### src/rtl/dmem_pkg.sv
// Shared types, func3 encodings and request-validity check for the data memory controller.
package dmem_pkg;

    typedef enum logic [2:0] {
        StIdle,
        StRead,
        StMerge,
        StWrite,
        StResp
    } t_dmem_state;

    localparam logic [2:0] F3_B  = 3'b000;
    localparam logic [2:0] F3_H  = 3'b001;
    localparam logic [2:0] F3_W  = 3'b010;
    localparam logic [2:0] F3_BU = 3'b100;
    localparam logic [2:0] F3_HU = 3'b101;

    // High when the request must be answered with an error instead of touching the SRAM.
    function automatic logic req_bad(input logic write_en, input logic [2:0] func3,
                                     input logic [1:0] off);
        logic illegal;
        logic misaligned;
        if (write_en) begin
            illegal = !(func3 == F3_B || func3 == F3_H || func3 == F3_W);
        end else begin
            illegal = !(func3 == F3_B || func3 == F3_H || func3 == F3_W ||
                        func3 == F3_BU || func3 == F3_HU);
        end
        misaligned = (func3[1:0] == 2'b01 && off[0]) ||
                     (func3[1:0] == 2'b10 && off != 2'b00);
        return illegal || misaligned;
    endfunction

endpackage

### src/rtl/data_mem_ctrl_load_align.sv
// Selects the byte/half lane of a word and sign- or zero-extends it according to func3.
module load_align
    import dmem_pkg::*;
(
    input  logic [31:0] word_i,
    input  logic [1:0]  off_i,
    input  logic [2:0]  func3_i,
    output logic [31:0] data_o
);

    logic [7:0]  byte_sel;
    logic [15:0] half_sel;

    always_comb begin
        byte_sel = word_i[{off_i, 3'b000} +: 8];
        half_sel = off_i[1] ? word_i[31:16] : word_i[15:0];
        data_o   = '0;
        case (func3_i)
            F3_B:    data_o = {{24{byte_sel[7]}}, byte_sel};
            F3_H:    data_o = {{16{half_sel[15]}}, half_sel};
            F3_W:    data_o = word_i;
            F3_BU:   data_o = {24'h0, byte_sel};
            F3_HU:   data_o = {16'h0, half_sel};
            default: data_o = '0;
        endcase
    end

endmodule

### src/rtl/data_mem_ctrl.sv
// Load/store responder for the RV32I core: one request at a time onto a single-port word SRAM,
// with read-modify-write for sub-word stores.
module data_mem_ctrl
    import dmem_pkg::*;
#(
    parameter int unsigned ADDR_W = 10
) (
    input  logic              clk,
    input  logic              arstn,
    input  logic              i_req_valid,
    output logic              o_req_ready,
    input  logic [31:0]       i_addr,
    input  logic              i_write_en,
    input  logic [2:0]        i_func_3,
    input  logic [31:0]       i_wdata,
    output logic              o_rsp_valid,
    input  logic              i_rsp_ready,
    output logic [31:0]       o_rdata,
    output logic              o_err,
    output logic              o_ram_en,
    output logic              o_ram_we,
    output logic [ADDR_W-1:0] o_ram_addr,
    output logic [31:0]       o_ram_wdata,
    input  logic [31:0]       i_ram_rdata
);

    t_dmem_state       state_q;
    logic [1:0]        off_q;
    logic              we_q;
    logic [2:0]        f3_q;
    logic [31:0]       wdata_q;
    logic              rsp_valid_q;
    logic [31:0]       rdata_q;
    logic              err_q;
    logic              ram_en_q;
    logic              ram_we_q;
    logic [ADDR_W-1:0] ram_addr_q;
    logic [31:0]       ram_wdata_q;

    logic [31:0] load_val;
    logic [31:0] lane_mask;
    logic [4:0]  lane_shift;
    logic [31:0] merged;
    logic        unused_addr;

    assign unused_addr = ^i_addr[31:ADDR_W+2];

    load_align u_load (
        .word_i  (i_ram_rdata),
        .off_i   (off_q),
        .func3_i (f3_q),
        .data_o  (load_val)
    );

    // Unsigned variant of the store size yields an all-ones lane mask (0xFF or 0xFFFF).
    load_align u_mask (
        .word_i  (32'hFFFF_FFFF),
        .off_i   (2'b00),
        .func3_i ({1'b1, f3_q[1:0]}),
        .data_o  (lane_mask)
    );

    always_comb begin
        lane_shift = {off_q, 3'b000};
        merged     = (i_ram_rdata & ~(lane_mask << lane_shift)) |
                     ((wdata_q & lane_mask) << lane_shift);
    end

    always_ff @(posedge clk) begin
        if (!arstn) begin
            state_q     <= StIdle;
            off_q       <= '0;
            we_q        <= 1'b0;
            f3_q        <= '0;
            wdata_q     <= '0;
            rsp_valid_q <= 1'b0;
            rdata_q     <= '0;
            err_q       <= 1'b0;
            ram_en_q    <= 1'b0;
            ram_we_q    <= 1'b0;
            ram_addr_q  <= '0;
            ram_wdata_q <= '0;
        end else begin
            unique case (state_q)
                StIdle: begin
                    if (i_req_valid) begin
                        off_q      <= i_addr[1:0];
                        we_q       <= i_write_en;
                        f3_q       <= i_func_3;
                        wdata_q    <= i_wdata;
                        ram_addr_q <= i_addr[ADDR_W+1:2];
                        if (req_bad(i_write_en, i_func_3, i_addr[1:0])) begin
                            err_q       <= 1'b1;
                            rdata_q     <= '0;
                            rsp_valid_q <= 1'b1;
                            state_q     <= StResp;
                        end else if (i_write_en && i_func_3 == F3_W) begin
                            ram_en_q    <= 1'b1;
                            ram_we_q    <= 1'b1;
                            ram_wdata_q <= i_wdata;
                            state_q     <= StWrite;
                        end else begin
                            ram_en_q <= 1'b1;
                            ram_we_q <= 1'b0;
                            state_q  <= StRead;
                        end
                    end
                end
                StRead: begin
                    ram_en_q <= 1'b0;
                    state_q  <= StMerge;
                end
                StMerge: begin
                    if (we_q) begin
                        ram_en_q    <= 1'b1;
                        ram_we_q    <= 1'b1;
                        ram_wdata_q <= merged;
                        state_q     <= StWrite;
                    end else begin
                        rdata_q     <= load_val;
                        err_q       <= 1'b0;
                        rsp_valid_q <= 1'b1;
                        state_q     <= StResp;
                    end
                end
                StWrite: begin
                    ram_en_q    <= 1'b0;
                    ram_we_q    <= 1'b0;
                    rdata_q     <= '0;
                    err_q       <= 1'b0;
                    rsp_valid_q <= 1'b1;
                    state_q     <= StResp;
                end
                StResp: begin
                    if (i_rsp_ready) begin
                        rsp_valid_q <= 1'b0;
                        rdata_q     <= '0;
                        err_q       <= 1'b0;
                        state_q     <= StIdle;
                    end
                end
                default: state_q <= StIdle;
            endcase
        end
    end

    assign o_req_ready = (state_q == StIdle);
    assign o_rsp_valid = rsp_valid_q;
    assign o_rdata     = rdata_q;
    assign o_err       = err_q;
    assign o_ram_en    = ram_en_q;
    assign o_ram_we    = ram_we_q;
    assign o_ram_addr  = ram_addr_q;
    assign o_ram_wdata = ram_wdata_q;

endmodule

### config.mk
export PLATFORM = sky130hd
export DESIGN_NAME = data_mem_ctrl
export DESIGN_NICKNAME = d
export VERILOG_FILES = /design/src/rtl/dmem_pkg.sv /design/src/rtl/data_mem_ctrl_load_align.sv /design/src/rtl/data_mem_ctrl.sv
export SDC_FILE = /design/constraint.sdc
export NUM_CORES = 1
export LEC_CHECK = 0
export CAP_MARGIN = 10
export CORE_ASPECT_RATIO = 2
export CORE_MARGIN = 3
export CORE_UTILIZATION = 50
export DETAILED_ROUTE_END_ITERATION = 6
export HOLD_SLACK_MARGIN = 0.12
export PLACE_DENSITY = 0.84
export SYNTH_ARGS = -nofsm -noshare
export SYNTH_HDL_FRONTEND = slang
export SYNTH_SLANG_ARGS = --single-unit
### constraint.sdc
create_clock -name clk -period 5.4 [get_ports clk]
set_input_delay 1.08 -clock clk [delete_from_list [all_inputs] [get_ports clk]]
set_output_delay 1.08 -clock clk [all_outputs]
set_load 0.1 [all_outputs]
==> impl_metrics.py <==
metrics = {
    "floorplan": {
        "rows": 53,
        "die_area_mm2": 0.0123,
        "floorplan.initialDensity_pct": 51.6,
        "design.core.area_mm2": 0.0106,
        "io_pins": 183,
        "die_h_um": 154,
        "dieWidth_um": 80.0,
    },
    "clock_tree": {
        "cts_tree": "done",
        "numCtsBuffers": 9,
        "post_cts_resized": 0,
        "clk_latency_ns": 0.36,
        "clkTransAtPathRegs_ns": 0.07,
        "post-cts-setup-buffers": 0,
        "h-tree-depth": 3,
        "clockBufferDepth": 2,
        "cts.sinks": 103,
        "cts_root_buffer": "clkbuf_16",
        "ctsHoldBuffers": 0,
    },
    "sta": {
        "slew_viol_final": 0,
        "finalClockSkew_ns": 0.00961,
        "hold_slack_ns": 0.464,
        "worstMarginPinSlew_ns": 1.17,
        "tns_ns": 0,
        "finalWorstSetupSlack_ns": 1.88,
        "finalHoldViolCount": 0,
        "post-route-period-util_pct": 65.2,
        "period_minus_slack_ns": 3.52,
        "setup_viol": 0,
        "relSlewSlack_pct": 22.0,
        "rsz0062_at_grt": "false",
        "fmax_ghz": 0.284,
    },
    "yosys": {
        "yosysWarnings": 0,
        "synth_area_leaders": "dfxtp_1, nand2_1, a21boi_0",
        "synth_most_common_cell": "nand2_1",
        "synth-edff-count": 0,
        "yosysUniqueCellTypes": 48,
        "ys_dominant_reg_cell": "dfxtp_1",
        "synth_top_area_share_pct": 37.6,
        "yosys.area_share.simple_pct": 17.2,
        "synth.yosys.seq_area_share_pct": 37.6,
        "synth_commonest_cells": "nand2_1, dfxtp_1, a21boi_0",
        "yosys.area.top_type": "dfxtp_1",
        "avgSynthCellArea_um2": 8.56,
        "synthMuxAreaShare_pct": 8.27,
        "synthArstFlopShare_pct": 0,
        "synthCells": 640,
        "synth_top_family_by_area": "compound AO/OA/AOI/OAI gates",
        "synth_nets": 744,
        "synth_compound_area_share_pct": 31.2,
        "synth_seq_cells": 103,
        "synthesis.area_mm2": 0.00548,
        "synthAdderAreaFrac_pct": 0,
        "synth-xor-area-share_pct": 0,
    },
    "final_layout": {
        "area_delta_synth_final_pct": 34.9,
        "final_cells": 899,
        "antennaDiodeCount": 0,
        "nets": 861,
        "drive_above_1_share_pct": 6.56,
    },
    "critical_path": {
        "critPathCaptureType": "output port",
        "start_kind": "flop",
        "path_class": "flop to output port",
        "cp.required_ns": 4.32,
        "cp_max_fo": 14,
        "critPathArrivalTime_ns": 2.44,
        "r2r_cells": 4,
    },
    "worst_hold_path": {
        "hold_depth": 1,
        "hp-class": "flop to flop",
    },
    "detailed_routing": {
        "drt-wirelength-per-cell_um": 20.8,
        "via_per_inst": 6.28,
        "firstDrtPassIters": 7,
        "wl_mm": 18.7,
        "dr.first_iter.drc_count": 527,
        "ant_nets": 0,
        "vias": 5646,
        "drc": 3,
    },
    "run_status": {
        "status": "finished, violations left",
        "violations": "DRC",
    },
    "global_routing": {
        "grtUsageTotal_pct": 30.3,
        "grt_antenna_before_repair": 0,
        "first_global_vias": 5463,
        "grt_pass1_wl_mm": 28.8,
        "grt_max_degree": 103,
        "gr-total-overflow": 0,
    },
    "place": {
        "numPortBuffers": 162,
        "dp_hpwl_mm": 13.7,
        "dp_slack_ns": 1.83,
        "place_congestion": 0.911,
        "place_inst": 882,
    },
    "flow_run": {
        "maxCapViolCount": 0,
    },
    "power": {
        "p_leak_uw": 0.00270,
        "p_per_area_mw_per_mm2": 274,
        "ir_drop_mv": 0.227,
    },
}
[final cells by class]
type / instances / area, um2
Sequential cell: 103 / 2060
Tap cell: 137 / 171
Multi-Input combinational cell: 469 / 3120
Inverter: 3 / 11.3
Clock buffer: 11 / 243
Clock inverter: 5 / 105
Fill cell: 849 / 3220
Timing Repair Buffer: 171 / 1680
[routing by layer]
metal	wire length [um]	track usage, %	vias up	share of wire [%]
met5	0	0	-	0
met4	1320	20.1	0	7.0
met3	1460	5.22	76	7.8
met2	9780	52.4	337	52
met1	6160	32.7	2651	33
li1	-	-	2582	-
[where the power goes]
part           switching, uW  total, uW  leakage (uW)  internal, uW
registers               26.2        810      0.000836           784
logic                    286        453       0.00170           167
clock network            293        759      0.000162           466
total                    605       2020       0.00270          1420
[registers in the layout, summed over array words and instances, names as in the netlist]
name,flops
o_err,1
o_rsp_valid,1
o_ram_addr,10
off_q,2
state_q,3
we_q,1
o_ram_wdata,32
wdata_q,16
o_ram_en,1
o_rdata,32
f3_q,3
o_ram_we,1
[critical path, stage by stage (launching register included)]
cell             delay, ns
dfxtp_1               0.44
nor3_1                0.43
clkdlybuf4s50_1       1.22
[cell usage in the layout (no fill, tap or decap), types with 2 or more instances in the layout]
master / instances
clkdlybuf4s50_1: 161
nand2_1: 131
dfxtp_1: 103
a21boi_0: 48
mux2i_1: 34
o21a_1: 28
o31ai_1: 24
a21oi_1: 23
o21ai_0: 18
o211ai_1: 16
a32o_1: 16
o2bb2ai_1: 15
nand3b_1: 12
nor3b_1: 10
a221oi_1: 9
clkbuf_16: 9
mux2_2: 8
buf_4: 8
nor2_1: 7
a222oi_1: 7
a31o_2: 7
nor2b_1: 6
nand2b_1: 5
a22o_1: 5
and2_1: 4
nand4b_1: 4
nor3_1: 3
inv_1: 3
and3_1: 3
or2_2: 3
bufinv_16: 3
o21ai_1: 2
nor4b_1: 2
a21boi_1: 2
a211oi_1: 2
clkinvlp_4: 2
[per-stage QoR]
step,power [uW],cell area [um2],util [%]
after detailed placement,1270,7040,66.3
after global placement,1260,7040,66.3
after floorplan,1120,5480,-
final,2020,7390,69.7
after CTS,2020,7390,69.6
after global routing,2090,7390,69.7
[worst paths after layout]
check | from | endpoint | slack [ns]
worst max-delay path | state_q[1]$_SDFFE_PN0P_ | o_req_ready | 1.88
worst max register to register | off_q[1]$_SDFFE_PN0P_ | o_rdata[17]$_SDFFE_PN0P_ | 2.67
worst min-delay path | o_rdata[10]$_SDFFE_PN0P_ | o_rdata[10]$_SDFFE_PN0P_ | 0.46
worst min register to register | o_rdata[10]$_SDFFE_PN0P_ | o_rdata[10]$_SDFFE_PN0P_ | 0.46
[cells by family after synthesis]
group                  after synthesis
flip-flops                         103
buffers and inverters               68
multiplexers                        43
AND/OR/NAND/NOR                    198
AO/OA/AOI/OAI                      228
No activity file was read; power rests on OpenSTA's default activity.
